## src/rtl/glitc_align_ctrl.sv

```systemverilog
// ---------------------------------------------------------------------------
// glitc_align_ctrl
//
// Automatic bit-alignment trainer for one GLITC input data path. While the
// remote end transmits a fixed training pattern, this block sweeps the shared
// P/N IDELAY tap from 0 to 31 and grades each tap by watching the 4-bit
// deserialized word. It then picks the widest run of good taps (earliest run
// wins a tie), loads the centre of that run and issues bitslips until the word
// equals the training pattern. Once locked it counts pattern mismatches.
//
// Ports
//   clk_i         control clock, all logic runs on it
//   rst_n_i       asynchronous active-low reset
//   start_i       begin training (level, sampled when not busy)
//   data_i[3:0]   deserialized word, valid every cycle
//   delay_o[4:0]  IDELAY tap value
//   load_o        one-cycle IDELAY load strobe
//   bitslip_o     one-cycle bitslip strobe
//   busy_o        training in progress
//   locked_o      aligned; cleared only by start_i or reset
//   fail_o        training failed
//   eye_start_o   first tap of the chosen eye
//   eye_width_o   chosen eye width in taps (0..32)
//   err_count_o   mismatches since lock, saturating at 16'hFFFF
// ---------------------------------------------------------------------------
module glitc_align_ctrl #(
    parameter logic [3:0] TRAIN_PATTERN = 4'b0011,
    parameter int         SETTLE_CYCLES = 16,
    parameter int         CHECK_CYCLES  = 64,
    parameter int         MIN_EYE       = 3,
    parameter int         MAX_SLIPS     = 8
) (
    input  logic        clk_i,
    input  logic        rst_n_i,
    input  logic        start_i,
    input  logic [3:0]  data_i,
    output logic [4:0]  delay_o,
    output logic        load_o,
    output logic        bitslip_o,
    output logic        busy_o,
    output logic        locked_o,
    output logic        fail_o,
    output logic [4:0]  eye_start_o,
    output logic [5:0]  eye_width_o,
    output logic [15:0] err_count_o
);

    typedef enum logic [3:0] {
        S_IDLE, S_LOAD, S_SETTLE, S_CHECK, S_NEXT, S_CENTER,
        S_CSETTLE, S_SCHECK, S_SLIP, S_SSETTLE, S_LOCKED, S_FAIL
    } state_t;

    localparam logic [3:0] ROT1        = {TRAIN_PATTERN[2:0], TRAIN_PATTERN[3]};
    localparam logic [3:0] ROT2        = {TRAIN_PATTERN[1:0], TRAIN_PATTERN[3:2]};
    localparam logic [3:0] ROT3        = {TRAIN_PATTERN[0], TRAIN_PATTERN[3:1]};
    localparam logic [6:0] SETTLE_LAST = 7'(SETTLE_CYCLES - 1);
    localparam logic [6:0] CHECK_LAST  = 7'(CHECK_CYCLES - 1);
    localparam logic [5:0] MIN_EYE_W   = 6'(MIN_EYE);
    localparam logic [3:0] MAX_SLIPS_W = 4'(MAX_SLIPS);

    state_t      state_q, state_d;
    logic [4:0]  tap_q, tap_d;
    logic [4:0]  delay_q, delay_d;
    logic [6:0]  cnt_q, cnt_d;
    logic [3:0]  ref_q, ref_d;
    logic        good_q, good_d;
    logic [5:0]  run_len_q, run_len_d;
    logic [4:0]  run_start_q, run_start_d;
    logic [5:0]  best_len_q, best_len_d;
    logic [4:0]  best_start_q, best_start_d;
    logic [3:0]  slips_q, slips_d;
    logic [4:0]  eye_start_q, eye_start_d;
    logic [5:0]  eye_width_q, eye_width_d;
    logic [15:0] err_q, err_d;
    logic [4:0]  centre;
    logic        is_rotation;

    // A tap can only be good if the word it produces is some rotation of the
    // pattern; any rotation can later be corrected by bitslips.
    assign is_rotation = (data_i == TRAIN_PATTERN) || (data_i == ROT1) ||
                         (data_i == ROT2) || (data_i == ROT3);

    // Next-state and strobe decode. The tap value is written into delay_q on
    // the transition into LOAD/CENTER so that delay_o is already stable in the
    // cycle load_o is high. Run and best trackers are folded together in NEXT
    // so the end-of-sweep decision sees the result of the last tap.
    always_comb begin
        state_d      = state_q;
        tap_d        = tap_q;
        delay_d      = delay_q;
        cnt_d        = cnt_q;
        ref_d        = ref_q;
        good_d       = good_q;
        run_len_d    = run_len_q;
        run_start_d  = run_start_q;
        best_len_d   = best_len_q;
        best_start_d = best_start_q;
        slips_d      = slips_q;
        eye_start_d  = eye_start_q;
        eye_width_d  = eye_width_q;
        err_d        = err_q;
        centre       = 5'd0;
        load_o       = 1'b0;
        bitslip_o    = 1'b0;
        busy_o       = 1'b1;
        locked_o     = 1'b0;
        fail_o       = 1'b0;

        case (state_q)
            S_IDLE, S_LOCKED, S_FAIL: begin
                busy_o   = 1'b0;
                locked_o = (state_q == S_LOCKED);
                fail_o   = (state_q == S_FAIL);
                if (state_q == S_LOCKED && data_i != TRAIN_PATTERN && err_q != 16'hFFFF) begin
                    err_d = err_q + 16'd1;
                end
                if (start_i) begin
                    state_d      = S_LOAD;
                    tap_d        = 5'd0;
                    delay_d      = 5'd0;
                    cnt_d        = 7'd0;
                    good_d       = 1'b0;
                    run_len_d    = 6'd0;
                    run_start_d  = 5'd0;
                    best_len_d   = 6'd0;
                    best_start_d = 5'd0;
                    slips_d      = 4'd0;
                    eye_start_d  = 5'd0;
                    eye_width_d  = 6'd0;
                    err_d        = 16'd0;
                end
            end
            S_LOAD: begin
                load_o  = 1'b1;
                cnt_d   = 7'd0;
                state_d = S_SETTLE;
            end
            S_SETTLE, S_CSETTLE, S_SSETTLE: begin
                if (cnt_q == SETTLE_LAST) begin
                    cnt_d   = 7'd0;
                    state_d = (state_q == S_SETTLE) ? S_CHECK : S_SCHECK;
                end else begin
                    cnt_d = cnt_q + 7'd1;
                end
            end
            S_CHECK: begin
                // First sample becomes the reference; later samples must match it.
                if (cnt_q == 7'd0) begin
                    ref_d  = data_i;
                    good_d = is_rotation;
                end else if (data_i != ref_q) begin
                    good_d = 1'b0;
                end
                if (cnt_q == CHECK_LAST) begin
                    cnt_d   = 7'd0;
                    state_d = S_NEXT;
                end else begin
                    cnt_d = cnt_q + 7'd1;
                end
            end
            S_NEXT: begin
                if (good_q) begin
                    run_len_d = run_len_q + 6'd1;
                    if (run_len_q == 6'd0) begin
                        run_start_d = tap_q;
                    end
                end else begin
                    run_len_d = 6'd0;
                end
                // Strict compare keeps the earliest eye on a tie.
                if (run_len_d > best_len_q) begin
                    best_len_d   = run_len_d;
                    best_start_d = run_start_d;
                end
                centre = best_start_d + 5'((best_len_d - 6'd1) >> 1);
                if (tap_q == 5'd31) begin
                    if (best_len_d >= MIN_EYE_W) begin
                        delay_d = centre;
                        state_d = S_CENTER;
                    end else begin
                        eye_start_d = best_start_d;
                        eye_width_d = best_len_d;
                        state_d     = S_FAIL;
                    end
                end else begin
                    tap_d   = tap_q + 5'd1;
                    delay_d = tap_q + 5'd1;
                    state_d = S_LOAD;
                end
            end
            S_CENTER: begin
                load_o      = 1'b1;
                eye_start_d = best_start_q;
                eye_width_d = best_len_q;
                cnt_d       = 7'd0;
                state_d     = S_CSETTLE;
            end
            S_SCHECK: begin
                if (data_i == TRAIN_PATTERN) begin
                    state_d = S_LOCKED;
                end else if (slips_q == MAX_SLIPS_W) begin
                    state_d = S_FAIL;
                end else begin
                    state_d = S_SLIP;
                end
            end
            S_SLIP: begin
                bitslip_o = 1'b1;
                slips_d   = slips_q + 4'd1;
                cnt_d     = 7'd0;
                state_d   = S_SSETTLE;
            end
            default: begin
                state_d = S_IDLE;
            end
        endcase
    end

    // State and datapath registers; reset drops any partial training result.
    always_ff @(posedge clk_i or negedge rst_n_i) begin
        if (!rst_n_i) begin
            state_q      <= S_IDLE;
            tap_q        <= 5'd0;
            delay_q      <= 5'd0;
            cnt_q        <= 7'd0;
            ref_q        <= 4'd0;
            good_q       <= 1'b0;
            run_len_q    <= 6'd0;
            run_start_q  <= 5'd0;
            best_len_q   <= 6'd0;
            best_start_q <= 5'd0;
            slips_q      <= 4'd0;
            eye_start_q  <= 5'd0;
            eye_width_q  <= 6'd0;
            err_q        <= 16'd0;
        end else begin
            state_q      <= state_d;
            tap_q        <= tap_d;
            delay_q      <= delay_d;
            cnt_q        <= cnt_d;
            ref_q        <= ref_d;
            good_q       <= good_d;
            run_len_q    <= run_len_d;
            run_start_q  <= run_start_d;
            best_len_q   <= best_len_d;
            best_start_q <= best_start_d;
            slips_q      <= slips_d;
            eye_start_q  <= eye_start_d;
            eye_width_q  <= eye_width_d;
            err_q        <= err_d;
        end
    end

    assign delay_o     = delay_q;
    assign eye_start_o = eye_start_q;
    assign eye_width_o = eye_width_q;
    assign err_count_o = err_q;

endmodule

```

## config.mk

```make
export PLATFORM = sky130hd
export DESIGN_NAME = glitc_align_ctrl
export DESIGN_NICKNAME = d
export VERILOG_FILES = /design/src/rtl/glitc_align_ctrl.sv
export SDC_FILE = /design/constraint.sdc
export NUM_CORES = 1
export LEC_CHECK = 0
export ABC_CLOCK_PERIOD_IN_PS = 6100
export CORE_UTILIZATION = 49
export DETAILED_ROUTE_END_ITERATION = 12
export PLACE_DENSITY_LB_ADDON = 0.2
export SYNTH_ARGS = -nofsm -noshare
export SYNTH_HDL_FRONTEND = slang
export SYNTH_SLANG_ARGS = --single-unit
export TNS_END_PERCENT = 10
```

## constraint.sdc

```tcl
create_clock -name clk_i -period 6.1 [get_ports clk_i]
set_clock_uncertainty 0.05 [all_clocks]
set_input_delay 0.61 -clock clk_i [delete_from_list [all_inputs] [get_ports clk_i]]
set_output_delay 0.61 -clock clk_i [all_outputs]
set_load 0.02 [all_outputs]
```

Yosys cells after proc, flatten, opt, wreduce, memory -nomap -nowiden
Index checks and enable logic that the tools add are counted.
{"block": "op_classes", "n_eq_ne": 30, "n_lt_le_gt_ge": 2, "muxes": 51, "n_reduce_logical": 28, "n_addsub": 7}
{"cell": "two-way mux 5 bit", "count": 10}
{"cell": "two-way mux 6 bit", "count": 7}
{"cell": "case mux 5 bit (2 select lines)", "count": 4}
{"cell": "two-way mux 16 bit", "count": 2}
{"cell": "case mux 4 bit (8 select lines)", "count": 1}
{"cell": "== test 4 bit, second input constant", "count": 7}
{"cell": "case mux 7 bit (4 select lines)", "count": 1}
{"cell": "two-way mux 4 bit", "count": 6}
{"cell": "case mux 6 bit (2 select lines)", "count": 2}
{"cell": "two-way mux 7 bit", "count": 3}
{"cell": "== test 4 x 3 -> 1 bit, second input constant", "count": 5}
{"cell": "case mux 6 bit (3 select lines)", "count": 1}
{"cell": "adder 16 x 1 -> 16 bit, second input constant", "count": 1}
{"cell": "!= test 16 bit, second input constant", "count": 1}
{"cell": "case mux 5 bit (3 select lines)", "count": 1}
{"cell": "== test 4 x 2 -> 1 bit, second input constant", "count": 3}
{"cell": "!= test 2 bit, second input constant", "count": 6}
{"cell": "AND reduction 3 bit", "count": 4}
{"cell": "AND reduction 2 bit", "count": 5}
{"cell": "OR reduction 3 bit", "count": 3}
{"cell": "two-way mux 1 bit", "count": 8}
{"cell": "case mux 4 bit (2 select lines)", "count": 1}
{"cell": "nonzero test 2 bit", "count": 4}
{"cell": "adder 7 x 1 -> 7 bit, second input constant", "count": 1}
{"cell": "26 further kinds", "count": 31}
{"block": "totals", "output_inout_bits": 37, "in_bits": 7, "word_cells": 132, "regBits": 79}

Logic depth before layout (Yosys ltp)
Gate-level depths: netlist of the first run.
{"block": "depth", "word_depth": 11, "depth_mapped": 21, "depth_no_buf": 20}

Worst setup path after synthesis of the first run
No wires, ideal clock.
{"block": "synth_timing", "path_kind": "register to register", "startpoint": "register run_len_q[0]", "endpoint": "register delay_q[4], in the netlist delay_o[4]", "t_arrival_ns": 4.194, "t_required_ns": 5.955, "period_less_slack_ns": 4.340, "stages_incl_launch_ff": 21, "setup_time_ns": 0.095, "path_buffers": 1, "slack_ns": 1.760, "cell_sequence": "dfrtp_1 ha_1 nand3_1 xor2_1 nand2b_1 inv_1 ha_1 nand3_1 a21oi_1 o21ai_1 a21oi_2 a2bb2oi_4 clkbuf_1 mux2_2 ha_1 fa_1 a21o_1 a21oi_1 xnor2_1 xnor2_1 o31ai_1"}
{"block": "synth_between", "elab_chain_cells": 11, "elab_cells_between_ends": 19, "classes_between": "add/sub: 3; order compare: 2; eq/ne: 1; mux: 11; reduce/logical: 2"}
{"item": "start, declared", "line_no": "67", "rtl": "logic [5:0] run_len_q, run_len_d;"}
{"item": "start signal, assigned", "line_no": "243", "rtl": "run_len_q <= run_len_d;"}
{"item": "adder 6 x 1 -> 6 bit", "line_no": "163", "rtl": "run_len_d = run_len_q + 6'd1;"}
{"item": "two-way mux 6 bit", "line_no": "162", "rtl": "if (good_q) begin"}
{"item": "two-way mux 6 bit", "line_no": "109", "rtl": "case (state_q)"}
{"item": "> comparator 6 bit", "line_no": "171", "rtl": "if (run_len_d > best_len_q) begin"}
{"item": "two-way mux 6 bit", "line_no": "171"}
{"item": "two-way mux 6 bit", "line_no": "109"}
{"item": "subtractor 6 x 1 -> 6 bit", "line_no": "175", "rtl": "centre = best_start_d + 5'((best_len_d - 6'd1) >> 1);"}
{"item": "adder 5 bit", "line_no": "175"}
{"item": "two-way mux 5 bit", "line_no": "177", "rtl": "if (best_len_d >= MIN_EYE_W) begin"}
{"item": "two-way mux 5 bit", "line_no": "176", "rtl": "if (tap_q == 5'd31) begin"}
{"item": "case mux 5 bit (2 select lines)", "line_no": "109"}
{"item": "end signal, assigned", "line_no": "239", "rtl": "delay_q <= delay_d;"}
{"item": "end, declared", "line_no": "63", "rtl": "logic [4:0] delay_q, delay_d;"}
Several ways; a longest one is shown, not always the timed one. The select of a mux whose other input is x is not followed.
A chain may end at the register's enable or synchronous reset.

Worst setup path after layout of the first run
Same ends and word-level chain as after synthesis.

==> impl_metrics.tcl, run 1 <==
set metrics [dict create \
    synthCells 516 \
    clkSinkCount 79 \
    combPwrFrac_pct 53.3 \
    clockBufferDepth 2 \
    crit_fanout 18 \
    yosysTopAreaCell "dfrtp_1" \
    synthAdderAreaFrac_pct 5.17 \
    grt_usage_pct 22.9 \
    port_buffers 43 \
    routed_wl_mm 10.3 \
    drv_cap 0 \
    switching_power_mw 1.11 \
    grt_max_degree 80 \
    dpl.hpwl_mm 7.23 \
    r2r_cells 19 \
    ir_drop_mv 0.197 \
    die_y_um 100 \
    clock_latency_ns 0.36 \
    vias 3803 \
    yosysMostFrequentCell "dfrtp_1" \
    wire_per_inst_um 15.1 \
    cp_data_arrival_time_ns 4.81 \
    finalHoldViolations 0 \
    start_kind "flop" \
    grt_pass1_wl_mm 18.1 \
    final_antenna_net_count 0 \
    cts_tree "built" \
    worstPathRequired_ns 6.32 \
    cts-resized-gates 0 \
    synth_xor_area_share_pct 7.39 \
    chipWidth_um 100 \
    hold_class "in2async" \
    globalplace.congestion 0.899 \
    nNetsFinal 576 \
    area_growth_pct 14.9 \
    dieArea_sq_um 10100 \
    synthMuxAreaShare_pct 8.10 \
    synth_fp_nets 542 \
    row_count 35 \
    ys_seq_area_share_pct 41.7 \
    grt_pass1_vias 3773 \
    finalPower_mw 2.52 \
    regToRegEndpoint "delay_o[4]" \
    synthSimpleGateAreaFrac_pct 18.9 \
    worst-slew-pin-transition_ns 0.969 \
    synth_compound_area_share_pct 14.8 \
    clkPwrFrac_pct 15.4 \
    synth-edff-count 0 \
    dr.pass1.iters 4 \
    power_density_nw_per_um2 463 \
    synth-seq-cells 79 \
    cellLeakagePower_nw 2.44 \
    regToRegSetupSlack_ns 1.51 \
    post-route-min-period_ns 4.59 \
    p_sw_share_pct 44.0 \
    worstReg2RegStart "run_len_q[0]" \
    n_fill_cell 827 \
    ctsHoldBuffers 0 \
    path_clk_slew_ns 0.09 \
    synth_area_per_cell_sq_um 9.19 \
    syn_area_sq_um 4740 \
    startpoint "run_len_q[0]" \
    seqPwrFrac_pct 31.3 \
    maxSlewViolCount 0 \
    outcome "finished, final reports clean" \
    endpoint_kind "flop" \
    drcViolationCount 0 \
    grt_overflow 0 \
    final.period_utilization_pct 75.2 \
    vias_per_cell 5.56 \
    setup_violations 0 \
    crit_type "reg2reg" \
    yosys-top-cells-area "dfrtp_1, nand2_1, ha_1" \
    io_pins 44 \
    setup_tns_ns 0 \
    coreArea_sq_um 9330 \
    max_slew_margin_pct 35.4 \
    drive_gt1_share_pct 9.01 \
    rsz0062_at_grt "false" \
    post_cts_buffers 0 \
    clock.fmax_mhz 218 \
    yosys-top-cells-count "dfrtp_1, nand2_1, nor2_1" \
    endpoint "delay_o[4]" \
    synthArstFlopShare_pct 100 \
    cts_made_buffers 9 \
    cts-root-buf "clkbuf_8" \
    htreeDepth 3 \
    drt_iter0_drc 153 \
    antenna_found_initial 0 \
    antenna_cells 0 \
    start_util_pct 50.8 \
    ys.flop_type "dfrtp_1" \
    synth_cell_types 57 \
    p_int_mw 1.41 \
    synth-warning-count 0 \
    synth_top_area_share_pct 41.7 \
    synth_top_family_by_area "simple AND/OR/NAND/NOR gates" \
]
-- stage by stage --
stage	instances	hold WS, ns	worst slack, ns	utilization (%)	instance area [sq um]
after floorplan	516	0.264	1.76	-	4740
after global placement	668	0.433	1.75	56.4	5260
after detailed placement	668	0.436	1.51	56.4	5260
after CTS	684	0.395	1.51	58.4	5450
after global routing	684	0.448	1.26	58.4	5450
final	684	0.352	1.51	58.4	5450
-- critical path, cell delays in order (launching register included) --
cell and delay, ns:
dfrtp_1 0.43, ha_1 0.24, nand3_1 0.11, xor2_1 0.16, nand2b_1 0.24, inv_1 0.07, ha_1 0.33, nand3_1 0.11
a21oi_1 0.19, o21ai_1 0.11, a21oi_2 0.21, a2bb2oi_4 0.42, mux2_2 0.40, ha_1 0.23, fa_1 0.40, a21o_1 0.20
a21oi_1 0.17, xnor2_1 0.16, xnor2_1 0.09, o31ai_1 0.19
-- worst min path at each step --
stage                    start            end
finish                 rst_n_i       cnt_q[3]
global route           rst_n_i       cnt_q[0]
CTS                    rst_n_i       cnt_q[0]
detailed placement  slips_q[3]     slips_q[3]
global placement    slips_q[3]     slips_q[3]
floorplan              rst_n_i  best_len_q[0]
-- per-layer routing --
| metal | GRT usage [%] | vias to the layer above | part of all wire, % |
|---|---|---|---|
| met5 | 0 | - | 0 |
| met4 | 7.25 | 0 | 1.2 |
| met3 | 4.18 | 11 | 4.5 |
| met2 | 36.7 | 80 | 47 |
| met1 | 31.4 | 1851 | 47 |
| li1 | - | 1861 | - |
-- cell type report --
| class | count | area (sq um) | area share (%) |
|---|---|---|---|
| Multi-Input combinational cell | 390 | 2580 | 47.3 |
| Clock inverter | 5 | 58.8 | 1.08 |
| Sequential cell | 79 | 1980 | 36.3 |
| Clock buffer | 11 | 131 | 2.41 |
| Timing Repair Buffer | 46 | 450 | 8.27 |
| Tap cell | 129 | 161 | 2.96 |
| Inverter | 24 | 90.1 | 1.65 |
-- kinds of logic (layout without fill, tap and decap cells) --
logic type      after synthesis  count (layout)
mux                          31              31
xor+xnor                     40              40
fa+ha+maj                    19              19
simple gates                192             192
buf+inv                      47              86
compound gates              108             108
flops                        79              79
-- power by group through the flow --
stage	registers, mW	clock network [mW]	logic, mW
CTS	0.789	0.400	1.34
detailed placement	0.799	0	1.33
global placement	0.794	0	1.30
floorplan	0.766	0	1.03
global route	0.815	0.416	1.50
finish	0.789	0.389	1.34
-- registers in the layout, summed over array words and instances, names as in the netlist --
register,cells
best_start_q,5
delay_o,5
eye_start_o,5
state_q,4
tap_q,5
run_len_q,6
cnt_q,7
good_q,1
err_count_o,16
ref_q,4
best_len_q,6
eye_width_o,6
run_start_q,5
slips_q,4
-- cells in the final DEF (no fill, tap or decap), types with 3 or more instances in the layout --
| cell type | count |
|---|---|
| clkbuf_8 | 9 |
| o21ai_0 | 38 |
| mux2_2 | 14 |
| nand2_1 | 65 |
| xnor2_1 | 18 |
| clkdlybuf4s50_1 | 42 |
| inv_1 | 24 |
| a21o_1 | 7 |
| nor3_1 | 10 |
| nand2b_1 | 7 |
| nand4_1 | 5 |
| buf_4 | 4 |
| nor2_1 | 44 |
| mux2i_1 | 7 |
| ha_1 | 18 |
| nand3_1 | 34 |
| or3_1 | 4 |
| mux2_4 | 8 |
| a22o_1 | 11 |
| dfrtp_1 | 79 |
| xor2_1 | 22 |
| a31oi_1 | 3 |
| o21ai_1 | 6 |
| o22ai_1 | 3 |
| o31ai_1 | 5 |
| a21oi_1 | 18 |
| and3_1 | 7 |
| nor2b_1 | 3 |
(Power assumes the default switching activity.)
==> run 2, diff against run 1 <==
ABC_CLOCK_PERIOD_IN_PS = 4100   (was 6100)
clock period = 4.1 ns   (was 6.1 ns; I/O delays follow)
==> run 2 against run 1 <==
Compared with the run above: cell count up 3.4%; clock power increased by 81%; sequential share of layout area shrank 2.4 points; non-clock buffer count up 23; highest routed layer unchanged; critical path type unchanged; critical endpoint unchanged; setup slack worse by 1.4 ns; register-to-register slack worse by 1.4 ns; design area rose by 7.1%; first-iteration DRC count shrank 0.65%; core utilization up 4.1 points; total power is 70% higher.
==> impl_metrics.tcl, run 2 (synthesized netlist as in run 1, its figures left out) <==
set metrics [dict create \
    outcome "finished, final reports clean" \
    vias_per_cell 5.59 \
    worst-slew-pin-transition_ns 1.02 \
    antenna_cells 0 \
    worstPathRequired_ns 4.32 \
    path_clk_slew_ns 0.08 \
    nNetsFinal 599 \
    wire_per_inst_um 16.2 \
    dieArea_sq_um 10100 \
    area_growth_pct 23.0 \
    grt_pass1_vias 3872 \
    grt_overflow 0 \
    final_antenna_net_count 0 \
    maxSlewViolCount 0 \
    row_count 35 \
    dpl.hpwl_mm 7.63 \
    fin_util_pct 62.5 \
    drt_iter0_drc 152 \
    cellLeakagePower_nw 2.61 \
    start_kind "flop" \
    cts_made_buffers 9 \
    final.period_utilization_pct 97.7 \
    clkSinkCount 79 \
    dr.pass1.iters 4 \
    routed_wl_mm 11.5 \
    vias 3954 \
    drv_cap 0 \
    die_y_um 100 \
    clockBufferDepth 2 \
    cp_data_arrival_time_ns 4.22 \
    clock.fmax_mhz 250 \
    grt_max_degree 80 \
    ctsHoldBuffers 0 \
    htreeDepth 3 \
    ir_drop_mv 0.353 \
    largest_reg_flops 16 \
    mostFrequentLayoutCells "dfrtp_1, nand2_1, nor2_1" \
    post-route-min-period_ns 4.01 \
    hold_class "in2async" \
    setup_tns_ns 0 \
    drcViolationCount 0 \
    start_util_pct 50.8 \
    drive_gt1_share_pct 16.1 \
    port_buffers 43 \
    endpoint_kind "flop" \
    coreArea_sq_um 9330 \
    final_common_cell "dfrtp_1" \
    chipWidth_um 100 \
    grt_usage_pct 24.3 \
    r2r_cells 20 \
    setup_violations 0 \
    cts_tree "built" \
    power_density_nw_per_um2 733 \
    crit_type "reg2reg" \
    clock_latency_ns 0.37 \
    crit_fanout 3 \
    globalplace.congestion 0.918 \
    antenna_found_initial 0 \
    max_slew_margin_pct 32.0 \
    cts-root-buf "clkbuf_8" \
    grt_pass1_wl_mm 18.9 \
    finalHoldViolations 0 \
    io_pins 44 \
]
## run 2: where the power goes
| part | switching (mW) | internal, mW |
|---|---|---|
| registers | 0.238 | 0.946 |
| clock network | 0.298 | 0.406 |
| logic | 1.27 | 1.11 |
## run 2: final timing paths
| check | from | to | slack (ns) |
|---|---|---|---|
| setup reg to reg | run_len_q[1] | delay_o[4] | 0.09 |
| min in group clk_i | slips_q[3] | slips_q[3] | 0.45 |
| hold reg to reg | slips_q[3] | slips_q[3] | 0.45 |
| max in group asynchronous | rst_n_i | eye_width_o[2] | 3.18 |
| hold / removal | rst_n_i | cnt_q[3] | 0.16 |
| setup / recovery | run_len_q[1] | delay_o[4] | 0.09 |
## run 2: routing by layer
layer,vias up,wire (um),global-route usage [%]
li1,1912,-,-
met1,1922,5310,33.5
met2,98,5410,38.4
met3,22,553,4.39
met4,0,210,9.36
met5,-,0,0
## run 2: layout make-up
type                       instances  area (sq um)
fill                             791          3500
inverter                          24          90.1
clock inverter                     5           106
clock buffer                      11           131
tap                              129           161
multi-input combinational        390          2730
sequential                        79          1980
timing repair buffer              69           638
## run 2: per-stage QoR
stage,cell area (sq um),worst slack (ns),hold WS (ns),cells,total power [mW]
finish,5830,0.0940,0.160,707,4.27
CTS,5610,0.0221,0.214,697,4.03
floorplan,4770,0.0478,0.0644,516,2.71
detailed placement,5350,0.0120,0.434,679,3.30
global route,5830,-0.0988,0.256,707,4.58
global placement,5350,0.187,0.431,679,3.24
## run 2: timing repair
item	CTS	global route
endpoints found under the hold margin	0	0
pin swaps	0	14
gates resized for setup	0	28
setup buffers	2	10
setup endpoints to repair	1	2
## run 2: worst max-delay path: stages, from the launching register on
cell       delay [ns]
dfrtp_1          0.40
buf_6            0.12
and3_4           0.20
nand3_4          0.08
xnor2_2          0.16
nand2_1          0.12
inv_2            0.06
ha_4             0.28
nand3_4          0.07
a21oi_4          0.13
o211ai_1         0.14
a21oi_2          0.18
a2bb2oi_4        0.22
mux2_4           0.34
ha_4             0.17
fa_2             0.38
a21o_1           0.17
a21oi_2          0.16
xnor2_2          0.13
xnor2_1          0.09
o31ai_1          0.23
==> edit: new RTL, flow settings as in run 2 <==
Encoding of `state_t`: now Gray code (4 bits for 12 states).
--- a/src/rtl/glitc_align_ctrl.sv
+++ b/src/rtl/glitc_align_ctrl.sv
@@ -47,6 +47,6 @@
 
     typedef enum logic [3:0] {
-        S_IDLE, S_LOAD, S_SETTLE, S_CHECK, S_NEXT, S_CENTER,
-        S_CSETTLE, S_SCHECK, S_SLIP, S_SSETTLE, S_LOCKED, S_FAIL
+        S_IDLE = 4'b0000, S_LOAD = 4'b0001, S_SETTLE = 4'b0011, S_CHECK = 4'b0010, S_NEXT = 4'b0110, S_CENTER = 4'b0111,
+        S_CSETTLE = 4'b0101, S_SCHECK = 4'b0100, S_SLIP = 4'b1100, S_SSETTLE = 4'b1101, S_LOCKED = 4'b1111, S_FAIL = 4'b1110
     } state_t;
 
Behaviour: no difference found for any inputs over 10 cycles, from zero or initial values and one cycle with rst_n_i low; not proved beyond that.
==> edit against run 2 <==
- cell area decreased by 0.73%
- critical endpoint unchanged
- worst hold slack got worse by 0.012 ns
- total power increased by 1.7%
- sequential cell count did not move
- critical path depth shrank 3
- highest routed layer unchanged
- routed wire length decreased by 2.1%
- synthesized cell count is the same
- worst setup slack got worse by 0.084 ns
- synthesized area increased by 2.0%
==> edit: results (changes against run 2) <==
Routing
  • First-pass detailed-route iteration total: 5 (was 4)
  • First-iteration detailed-routing DRC count: 225 (was 152)
  • Routed len/inst: 15.9 um (was 16.2 um)
  • Vias per cell: 5.65 (was 5.59)

Hold path
  • Hold Path Class: primary input to asynchronous set/reset pin (unchanged)

Setup path
  • Cells on worst reg2reg path: 17 (was 20)
  • Slowest stage delay, CP: 0.39 ns
  • CP Capture Type: flip-flop (unchanged)
  • Family with the most delay on the worst path: compound AO/OA/AOI/OAI gates (unchanged)
  • Worst R2R Setup Slack: 0.01 ns (was 0.09 ns)
  • Crit Path Max Fanout: 6 (was 3)
  • Worst Path Arrival: 4.27 ns (was 4.22 ns)
  • Startpoint type of the worst setup path: flip-flop (unchanged)
  • Critical-path top delay cell: dfrtp_1 (unchanged)
  • Reg-to-reg startpoint: run_len_q[0] (was run_len_q[1])
  • Reg2reg end: delay_o[4] (unchanged)

Power and ir drop
  • Worst VDD drop: 0.000393 V (was 0.000353 V)
  • Leakage: 0.00254 uW (was 0.00261 uW)

GRT
  • GRT Residual Overflow: 0 (unchanged)
  • GR Util All Layers: 0.238 (was 0.243)
  • Pin count of the biggest net entering global routing: 80 (unchanged)
  • First-pass GRT wire length: 19000 um (was 18900 um)
  • Initial antenna violation count: 0 (unchanged)
  • Vias in the first global route: 3831 (was 3872)

Synthesis
  • Synth cell count leaders: dfrtp_1 (79), nand2_1 (51), o21ai_0 (43), nor2_1 (41), inv_1 (33) (was dfrtp_1 (79), nand2_1 (65), nor2_1 (44), o21ai_0 (38), nand3_1 (34))
  • Seq/Total Area, Yosys: 0.409 (was 0.417)
  • Async SR Flop Fraction: 1.00 (unchanged)
  • Synth warn: 0 (unchanged)
  • Synth Net Count: 543 (was 542)
  • Post-synth EDFFs: 0 (unchanged)
  • Yosys cell types: 64 (was 57)
  • Largest cells by area after synthesis: dfrtp_1 (41%), ha_1 (4.9%), o21ai_0 (4.4%) (was dfrtp_1 (42%), nand2_1 (5.1%), ha_1 (4.7%))

Final layout
  • Fraction of layout cells with a size suffix above 1: 0.154 (was 0.161)
  • Fillers: 792 (was 791)
  • Max FFs per register: 16 (unchanged)
  • Nets@finish: 599 (unchanged)
  • Diode count: 0 (unchanged)

Timing
  • Slew @ Worst Pin: 1.00 ns (was 1.02 ns)
  • Maximum clock rate: 244 MHz (was 250 MHz)

Clocking
  • Reg clk slew, reported paths: 0.09 ns
  • Clock Tree Buf Depth: 2 (unchanged)
  • CTS root buf: clkbuf_8 (unchanged)
  • Total CTS buffers: 9 (unchanged)
  • H-Tree Depth: 3 (unchanged)
  • Worst skew pair latency: 0.35 ns (was 0.37 ns)

Outcome
  • Outcome: completed (unchanged)

Placement
  • IO buf count: 43 (unchanged)
  • Dpl ws: -0.0858 ns (was 0.0120 ns)
  • Placed inst area: 5500 um2 (was 5350 um2)
  • GP Congestion: 0.873 (was 0.918)
  • Final HPWL DP: 8140 um (was 7630 um)
[edit: changes by cell type after synthesis, sizes merged, moves of 4 or more]
cell	before	now
xnor2	18	14
nand2	65	52
xor2	22	14
mux2i	9	20
nand3	35	29
nor2b	3	8
inv	24	33
[edit: worst register-to-register path, cell delays in order (launching register included)]
cell and delay (ns):
dfrtp_1 0.39, and3_4 0.20, and3_4 0.20, mux2i_4 0.25, inv_2 0.08, ha_4 0.28
and4_4 0.23, o21ai_4 0.06, a31oi_4 0.31, mux2i_1 0.27, inv_1 0.08, ha_2 0.20
fa_2 0.33, a21o_1 0.17, a21oi_2 0.15, xor2_1 0.17, xnor3_1 0.23, a311o_1 0.31
[edit: worst min-delay path by stage]
stage	start	endpoint	slack [ns]	depth (start not counted)
floorplan	rst_n_i	best_len_q[0]	0.06	0
global placement	slips_q[3]	slips_q[3]	0.43	1
detailed placement	run_start_q[2]	run_start_q[2]	0.43	1
CTS	rst_n_i	err_count_o[8]	0.22	1
global route	rst_n_i	err_count_o[3]	0.25	1
finish	rst_n_i	err_count_o[8]	0.15	1
[edit: final cells by class]
cell class,count,area (um2),share of cell area
clock buffer,10,138,0.0238
clock inverter,6,60.1,0.0104
inverter,33,124,0.0214
multi-input combinational,380,2700,0.466
sequential,79,1980,0.342
tap,129,161,0.0279
timing repair buffer,69,631,0.109
[edit: logic make-up (layout without fill, tap and decap cells)]
group / Yosys count / in the layout / synth area share
AND/OR/NAND/NOR: 180 / 180 / 0.184
adder cells (fa/ha/maj): 20 / 20 / 0.0533
buffers and inverters: 57 / 118 / 0.0504
flip-flops: 79 / 79 / 0.409
AO/OA/AOI/OAI: 110 / 110 / 0.151
XOR/XNOR: 29 / 29 / 0.0554
multiplexers: 41 / 41 / 0.0975
[edit: through the flow]
stage / TNS [ns] / std cells
2_1_floorplan: -0.105 / 516
4_1_cts: 0 / 701
6_report: 0 / 706
3_3_place_gp: 0 / 682
3_5_place_dp: -0.0858 / 682
5_1_grt: -0.164 / 706
[edit: routing by layer]
layer	wire length, um	track usage
met1	5320	0.347
met4	214	0.0836
met3	560	0.0331
met2	5150	0.362
met5	0	0
[edit: what timing repair did]
action,in CTS,in global routing
cloned,0,0
pin swaps,1,4
setup endpoints to repair,1,1
resized for setup,3,6
buffers inserted,3,5
[edit: power breakdown]
part           leakage, uW  switching (uW)  total [uW]  internal, uW
registers          0.00107             259        1220           964
logic              0.00137            1340        2540          1200
clock network    0.0000981             287         582           295
